[config.mk]
export PLATFORM = sky130hd
export DESIGN_NAME = muldiv_unit_flat
export DESIGN_NICKNAME = d
export VERILOG_FILES = /design/src/rtl/muldiv_pkg.sv /design/src/rtl/muldiv_if.sv /design/src/rtl/muldiv_unit.sv /design/src/flat_wrapper.sv
export SDC_FILE = /design/constraint.sdc
export NUM_CORES = 1
export LEC_CHECK = 0
export ABC_AREA = 1
export BUFFER_PORTS_ARGS = -buffer_cell sky130_fd_sc_hd__buf_2
export CORE_MARGIN = 3
export CORE_UTILIZATION = 50
export CTS_CLUSTER_SIZE = 10
export DETAILED_ROUTE_END_ITERATION = 10
export PLACE_DENSITY = 0.68
export SETUP_SLACK_MARGIN = 0.4
export SLEW_MARGIN = 20
export SYNTH_ARGS = -nofsm -noshare
export SYNTH_HDL_FRONTEND = slang
export SYNTH_SLANG_ARGS = --single-unit
[constraint.sdc]
create_clock -name Clk -period 9.8 [get_ports Clk]
set_clock_uncertainty 0.05 [all_clocks]
set_input_delay 1.47 -clock Clk [delete_from_list [all_inputs] [get_ports Clk]]
set_output_delay 1.47 -clock Clk [all_outputs]
set_load 0.005 [all_outputs]
[src/rtl/muldiv_pkg.sv]
// Shared types and constants for the iterative multiply/divide unit.
// Imported by the unit itself and by the control logic that drives Op.
package muldiv_pkg;

  localparam int unsigned DefaultWidth = 32;

  typedef enum logic [1:0] {
    OpMult  = 2'b00,
    OpMultu = 2'b01,
    OpDiv   = 2'b10,
    OpDivu  = 2'b11
  } op_e;

  typedef enum logic [1:0] {
    StIdle = 2'b00,
    StMul  = 2'b01,
    StDiv  = 2'b10,
    StFin  = 2'b11
  } state_e;

endpackage

[src/rtl/muldiv_if.sv]
// Request/result bundle between the issuing control unit (master) and muldiv_unit (slave).
interface muldiv_if
  import muldiv_pkg::*;
#(
  parameter int unsigned WIDTH = DefaultWidth
) ();

  logic             Start;
  op_e              Op;
  logic [WIDTH-1:0] A;
  logic [WIDTH-1:0] B;
  logic             Busy;
  logic             Done;
  logic             DivZero;
  logic [WIDTH-1:0] Hi;
  logic [WIDTH-1:0] Lo;

  modport master (
    output Start, Op, A, B,
    input  Busy, Done, DivZero, Hi, Lo
  );

  modport slave (
    input  Start, Op, A, B,
    output Busy, Done, DivZero, Hi, Lo
  );

endinterface

[src/rtl/muldiv_unit.sv]
// Iterative signed/unsigned multiply (shift-add) and restoring divide, one bit per cycle.
// Owns the architectural Hi/Lo registers; they update only on the Done pulse.
module muldiv_unit
  import muldiv_pkg::*;
#(
  parameter int unsigned WIDTH = DefaultWidth
) (
  input logic     Clk,
  input logic     Reset,
  muldiv_if.slave bus
);

  localparam int unsigned CntW = $clog2(WIDTH);

  state_e             state_q, state_d;
  logic               is_div_q, is_div_d;
  logic [2*WIDTH-1:0] acc_q, acc_d;
  logic [WIDTH-1:0]   b_q, b_d;
  logic [CntW-1:0]    cnt_q, cnt_d;
  logic               neg_q, neg_d;
  logic               neg_rem_q, neg_rem_d;
  logic               busy_q, busy_d;
  logic               done_q, done_d;
  logic               dz_q, dz_d;
  logic [WIDTH-1:0]   hi_q, hi_d;
  logic [WIDTH-1:0]   lo_q, lo_d;

  logic               signed_op, a_neg, b_neg;
  logic [WIDTH-1:0]   a_mag, b_mag;
  logic [WIDTH:0]     mul_sum;
  logic [WIDTH:0]     rem_sh;
  logic               rem_ge;
  logic [WIDTH-1:0]   rem_diff;
  logic [2*WIDTH-1:0] prod_fix;
  logic [WIDTH-1:0]   quot_fix, rem_fix;

  assign signed_op = ~bus.Op[0];
  assign a_neg     = signed_op & bus.A[WIDTH-1];
  assign b_neg     = signed_op & bus.B[WIDTH-1];
  assign a_mag     = a_neg ? -bus.A : bus.A;
  assign b_mag     = b_neg ? -bus.B : bus.B;

  // Multiply: acc = {partial product, remaining multiplier bits}, shifted right each step.
  assign mul_sum = {1'b0, acc_q[2*WIDTH-1:WIDTH]} + (acc_q[0] ? {1'b0, b_q} : '0);

  // Divide: acc = {remainder, dividend/quotient}; rem_sh carries the guard bit.
  assign rem_sh   = {acc_q[2*WIDTH-1:WIDTH], acc_q[WIDTH-1]};
  assign rem_ge   = rem_sh >= {1'b0, b_q};
  assign rem_diff = rem_sh[WIDTH-1:0] - b_q;

  assign prod_fix = neg_q ? -acc_q : acc_q;
  assign quot_fix = neg_q ? -acc_q[WIDTH-1:0] : acc_q[WIDTH-1:0];
  assign rem_fix  = neg_rem_q ? -acc_q[2*WIDTH-1:WIDTH] : acc_q[2*WIDTH-1:WIDTH];

  always_comb begin
    state_d   = state_q;
    is_div_d  = is_div_q;
    acc_d     = acc_q;
    b_d       = b_q;
    cnt_d     = cnt_q;
    neg_d     = neg_q;
    neg_rem_d = neg_rem_q;
    busy_d    = busy_q;
    done_d    = 1'b0;
    dz_d      = 1'b0;
    hi_d      = hi_q;
    lo_d      = lo_q;
    unique case (state_q)
      StIdle: begin
        if (bus.Start) begin
          is_div_d  = bus.Op[1];
          neg_d     = a_neg ^ b_neg;
          neg_rem_d = a_neg;
          cnt_d     = CntW'(WIDTH - 1);
          busy_d    = 1'b1;
          if (bus.Op[1]) begin
            state_d = StDiv;
            acc_d   = {{WIDTH{1'b0}}, a_mag};
            b_d     = b_mag;
          end else begin
            state_d = StMul;
            acc_d   = {{WIDTH{1'b0}}, b_mag};
            b_d     = a_mag;
          end
        end
      end
      StMul: begin
        acc_d = {mul_sum, acc_q[WIDTH-1:1]};
        cnt_d = cnt_q - CntW'(1);
        if (cnt_q == '0) state_d = StFin;
      end
      StDiv: begin
        if (b_q == '0) begin
          state_d = StFin;
        end else begin
          acc_d = {(rem_ge ? rem_diff : rem_sh[WIDTH-1:0]), acc_q[WIDTH-2:0], rem_ge};
          cnt_d = cnt_q - CntW'(1);
          if (cnt_q == '0) state_d = StFin;
        end
      end
      StFin: begin
        state_d = StIdle;
        busy_d  = 1'b0;
        done_d  = 1'b1;
        if (!is_div_q) begin
          hi_d = prod_fix[2*WIDTH-1:WIDTH];
          lo_d = prod_fix[WIDTH-1:0];
        end else if (b_q == '0) begin
          dz_d = 1'b1;
        end else begin
          hi_d = rem_fix;
          lo_d = quot_fix;
        end
      end
      default: state_d = StIdle;
    endcase
  end

  always_ff @(posedge Clk or posedge Reset) begin
    if (Reset) begin
      state_q   <= StIdle;
      is_div_q  <= 1'b0;
      acc_q     <= '0;
      b_q       <= '0;
      cnt_q     <= '0;
      neg_q     <= 1'b0;
      neg_rem_q <= 1'b0;
      busy_q    <= 1'b0;
      done_q    <= 1'b0;
      dz_q      <= 1'b0;
      hi_q      <= '0;
      lo_q      <= '0;
    end else begin
      state_q   <= state_d;
      is_div_q  <= is_div_d;
      acc_q     <= acc_d;
      b_q       <= b_d;
      cnt_q     <= cnt_d;
      neg_q     <= neg_d;
      neg_rem_q <= neg_rem_d;
      busy_q    <= busy_d;
      done_q    <= done_d;
      dz_q      <= dz_d;
      hi_q      <= hi_d;
      lo_q      <= lo_d;
    end
  end

  assign bus.Busy    = busy_q;
  assign bus.Done    = done_q;
  assign bus.DivZero = dz_q;
  assign bus.Hi      = hi_q;
  assign bus.Lo      = lo_q;

endmodule

[src/flat_wrapper.sv]
// flat-port wrapper written by rule: the top's interface ports become plain ports
module muldiv_unit_flat import muldiv_pkg::*;
#(
  parameter int unsigned WIDTH = DefaultWidth
)
  (Clk, Reset, bus_Start, bus_Op, bus_A, bus_B, bus_Busy, bus_Done, bus_DivZero, bus_Hi, bus_Lo);
  muldiv_if #(.WIDTH(WIDTH)) bus_i ();
  input logic Clk;
  input logic Reset;
  input wire logic [$bits(bus_i.Start)-1:0] bus_Start;
  input wire logic [$bits(bus_i.Op)-1:0] bus_Op;
  input wire logic [$bits(bus_i.A)-1:0] bus_A;
  input wire logic [$bits(bus_i.B)-1:0] bus_B;
  output wire logic [$bits(bus_i.Busy)-1:0] bus_Busy;
  output wire logic [$bits(bus_i.Done)-1:0] bus_Done;
  output wire logic [$bits(bus_i.DivZero)-1:0] bus_DivZero;
  output wire logic [$bits(bus_i.Hi)-1:0] bus_Hi;
  output wire logic [$bits(bus_i.Lo)-1:0] bus_Lo;
  assign bus_i.Start = bus_Start;
  assign bus_i.Op = bus_Op;
  assign bus_i.A = bus_A;
  assign bus_i.B = bus_B;
  assign bus_Busy = bus_i.Busy;
  assign bus_Done = bus_i.Done;
  assign bus_DivZero = bus_i.DivZero;
  assign bus_Hi = bus_i.Hi;
  assign bus_Lo = bus_i.Lo;
  muldiv_unit #(.WIDTH(WIDTH)) u_core (.Clk(Clk), .Reset(Reset), .bus(bus_i));
endmodule
==> reports/summary.txt <==
========================================================================================
Minimum clock period after layout                                                3.71 ns
Setup TNS Final                                                                     0 ns
Count of filler cells inserted in the layout                                        3658
Number of buffers and inverters on the critical path                                   1
Worst Setup Slack, final                                                         6.09 ns
Seq/Total Area, Yosys                                                              0.243
Max-Cap Viols                                                                          0
Total routing usage reported by global routing                                     0.377
Clock latency reported for the late side of the worst-skew pair                  0.45 ns
Class of the most critical hold timing path                                      reg2reg
Diode insertion count for antenna repair                                               0
Count of synthesis-stage warnings from yosys                                           0
Total half-perimeter wirelength after legalization and detailed placement        58.8 mm
R2r worst-path depth                                                                  13
Largest area contributor in the netlist                                          dfrtp_1
R2R setup slack                                                                  6.09 ns
Multi-input logic area                                                      0.0114 sq mm
Seq pwr share                                                                      0.210
Req. time, crit path                                                            10.08 ns
Worst Max-Slew Pin Slew                                                          1.00 ns
Number of hold-slack violations in the final timing report                             0
Cell family with the largest share of critical-path delay                   simple AND/OR/NAND/NOR gates
First drt pass iteration count                                                         6
Worst Setup End Kind                                                            register
Share of final-layout standard cells stronger than drive strength 1               0.0860
Number of buffers on the longest clock path                                            2
Maximum clock frequency                                                          270 MHz
Pwr Density                                                                  354 mW/mm^2
Relative slew margins                                                              0.333
Worst flop-to-flop path startpoint                                          u_core.acc_q[60]
Quantity of I/O buffers inserted on ports                                            135
Largest cells by area after synthesis                                       dfrtp_1 (24%), nand2_1 (22%), inv_1 (8.7%)
Most used standard cells in the synthesized netlist                         nand2_1 (1050), inv_1 (412), nand3_1 (286), nor2_1 (271), dfrtp_1 (173)
Final core utilization                                                             0.555
Async S/R FF share, synth                                                           1.00
Routability-driven placement congestion ratio                                       1.08
Leakage                                                                          10.8 nW
Post-detailed-route wirelength per cell                                          20.7 um
Total area of sequential cells                                              0.00433 sq mm
WP data arrival                                                                  3.98 ns
Average cell area after synthesis                                             5.95 sq um
Total design power                                                             0.00684 W
Type of the worst setup path                                                     reg2reg
Clock-pin slew on the worst setup and hold paths                                 0.08 ns
Top FF cell, synth                                                               dfrtp_1
Std-Cell Core Area                                                          0.0348 sq mm
Die height                                                                        195 um
Power share of the combinational group                                             0.687
Number of cells on the worst hold path                                                 2
Endpoint of the worst hold-timing path                                      u_core.bus.Hi[27]
Initial antenna violation count                                                        1
Number of nets produced by synthesis                                                3135
Synth Instances                                                                     2991
Post-synth EDFFs                                                                       0
Clock tree from TritonCTS                                                           done
Final Slew Violations                                                                  0
Total CTS buffers                                                                     17
Initial core utilization                                                           0.511
Total net switching power                                                      0.00407 W
First-pass GRT wire length                                                        112 mm
Power share of the clock group                                                     0.103
Number of synthesized register bits                                                  173
Slowest-stage cell, CP                                                            nor2_4
Count of unique library cells instantiated by Yosys                                   55
Die Span X                                                                        195 um
Cells resized by post-CTS repair                                                       0
DRC violation count after routing                                                      0
Hold Path Origin                                                            u_core.bus.Hi[27]
Non-filler instance count after layout                                              3537
Most frequent cell on the critical path                                          nand2_1
Internal power summed over all cells                                           0.00277 W
Cts-stage hold buffer count                                                            0
Max stage delay on crit path                                                     0.71 ns
# IOs                                                                                136
Worst path cell trace                                                       ha_1 > nand2_1 > inv_1 > nand4_1 > nor2_1 > nand2_1 > nand2_2 > nor2_4 > nand2_4 > nand2_1 > o21ai_0 > nand2_1 > nand3_1
Setup repair after global routing missed its margin                                false
Leading cell type by number of instances after synthesis                         nand2_1
Wire length after detailed routing                                               73.3 mm
Pin count of the biggest net entering global routing                                 107
Final cycle utilization of the critical path                                       0.378
Clock sink total                                                                     173
GR Overflow Total                                                                      0
Worst setup slack after placement                                                5.91 ns
Starting DRC count in detailed routing                                              2311
Die outline area                                                            0.0379 sq mm
Clock root buffer                                                              clkbuf_16
Peak fanout along the critical path                                                   33
Top-area cell type share of the netlist area                                       0.243
Site row count                                                                        68
Syn-to-layout area delta                                                           8.55%
Antenna viol nets, final                                                               0
Kind of start point of the critical path                                        register
Total standard cell area after synthesis                                    0.0178 sq mm
Status                                                                      finished, final reports clean
Total of endpoints with negative setup slack in the final report                       0
Worst IR drop on VDD                                                          0.000202 V
Number of buffers added for setup after CTS                                            0
H-tree levels                                                                          4
Endpoint of the worst register-to-register path                             u_core.acc_q[0]
Post-Place Cells                                                                    3505
Post-DR vias/cell                                                                   5.84
Vias in the first global route                                                     19000
Via count                                                                          20700
Switching part of the total power                                                  0.594
Fin nets                                                                            3213
========================================================================================
## layer usage
layer / part of all wire / track usage / wire length, um / vias up
li1: - / - / - / 9697
met1: 0.42 / 0.527 / 30800 / 9555
met3: 0.11 / 0.0768 / 8270 / 170
met4: 0.046 / 0.159 / 3400 / 2
met2: 0.42 / 0.567 / 30800 / 1236
met5: 0.00018 / 0 / 13 / -
## state kept, by name, indices dropped and copies added, names as in the netlist, 2 cells and up
| name | flops |
|---|---|
| u_core.acc_q | 64 |
| u_core.b_q | 32 |
| u_core.bus.Hi | 32 |
| u_core.bus.Lo | 32 |
| u_core.cnt_q | 5 |
| u_core.state_q | 2 |
## cell usage in the layout, fill, tap and decap left out, drive strengths merged, types with 4 or more instances in the layout
cell type	count
clkbuf	17
o21bai	4
dfrtp	173
nor3	27
o21ai	174
or2	7
a31oi	5
and2	5
nand3	300
o211ai	36
nand4	41
buf	148
nor2	291
o22ai	31
a22oi	11
ha	73
a21oi	80
inv	434
nor4	11
clkinv	8
xor2	76
nand3b	14
o221ai	12
xnor2	19
nand2	1069
## power by group through the flow
stage               Clock [W]  Sequential [W]  Combinational (W)
floorplan                   0         0.00124            0.00324
global placement            0         0.00141            0.00450
detailed placement          0         0.00142            0.00453
CTS                  0.000704         0.00141            0.00456
global route         0.000737         0.00145            0.00515
finish               0.000703         0.00144            0.00470
## worst register-to-register path, cell delays in order, from the launching register on
cell	delay, ns
dfrtp_1	0.69
ha_1	0.41
nand2_1	0.13
inv_1	0.08
nand4_1	0.14
nor2_1	0.06
nand2_1	0.07
nand2_2	0.06
nor2_4	0.71
nand2_4	0.44
nand2_1	0.37
o21ai_0	0.17
nand2_1	0.11
nand3_1	0.07
## cells by family after synthesis
logic type,count (synthesis),share of synthesized area
AO/OA/AOI/OAI,360,0.116
XOR/XNOR,95,0.0468
adder cells (fa/ha/maj),75,0.0536
buffers and inverters,518,0.115
flip-flops,173,0.243
AND/OR/NAND/NOR,1770,0.425
## metrics by stage
| step | hold slack, ns | instance area [sq um] |
|---|---|---|
| after floorplan | 0.422 | 17800 |
| after global placement | 0.411 | 18700 |
| after detailed placement | 0.412 | 18700 |
| after CTS | 0.432 | 19300 |
| after global routing | 0.454 | 19300 |
| final | 0.426 | 19300 |
## worst max-delay path by stage
stage / from / to / slack (ns) / depth (start not counted)
after floorplan: Reset / u_core.acc_q[0] / 3.59 / 1
after global placement: bus_A[31] / u_core.acc_q[13] / 5.97 / 9
after detailed placement: bus_A[31] / u_core.acc_q[13] / 5.91 / 9
after CTS: u_core.acc_q[54] / u_core.acc_q[0] / 6.17 / 13
after global routing: u_core.acc_q[59] / u_core.acc_q[0] / 5.93 / 11
final: u_core.acc_q[60] / u_core.acc_q[0] / 6.09 / 13
## cell type report
class                   count  area share
multi-input cells        2300       0.591
repair buffers            148      0.0401
clock buffers              17      0.0220
inverters                 429      0.0839
clock inverters            15     0.00894
well taps                 455      0.0295
flip-flops and latches    173       0.224
No activity file was read; power rests on OpenSTA's default activity.
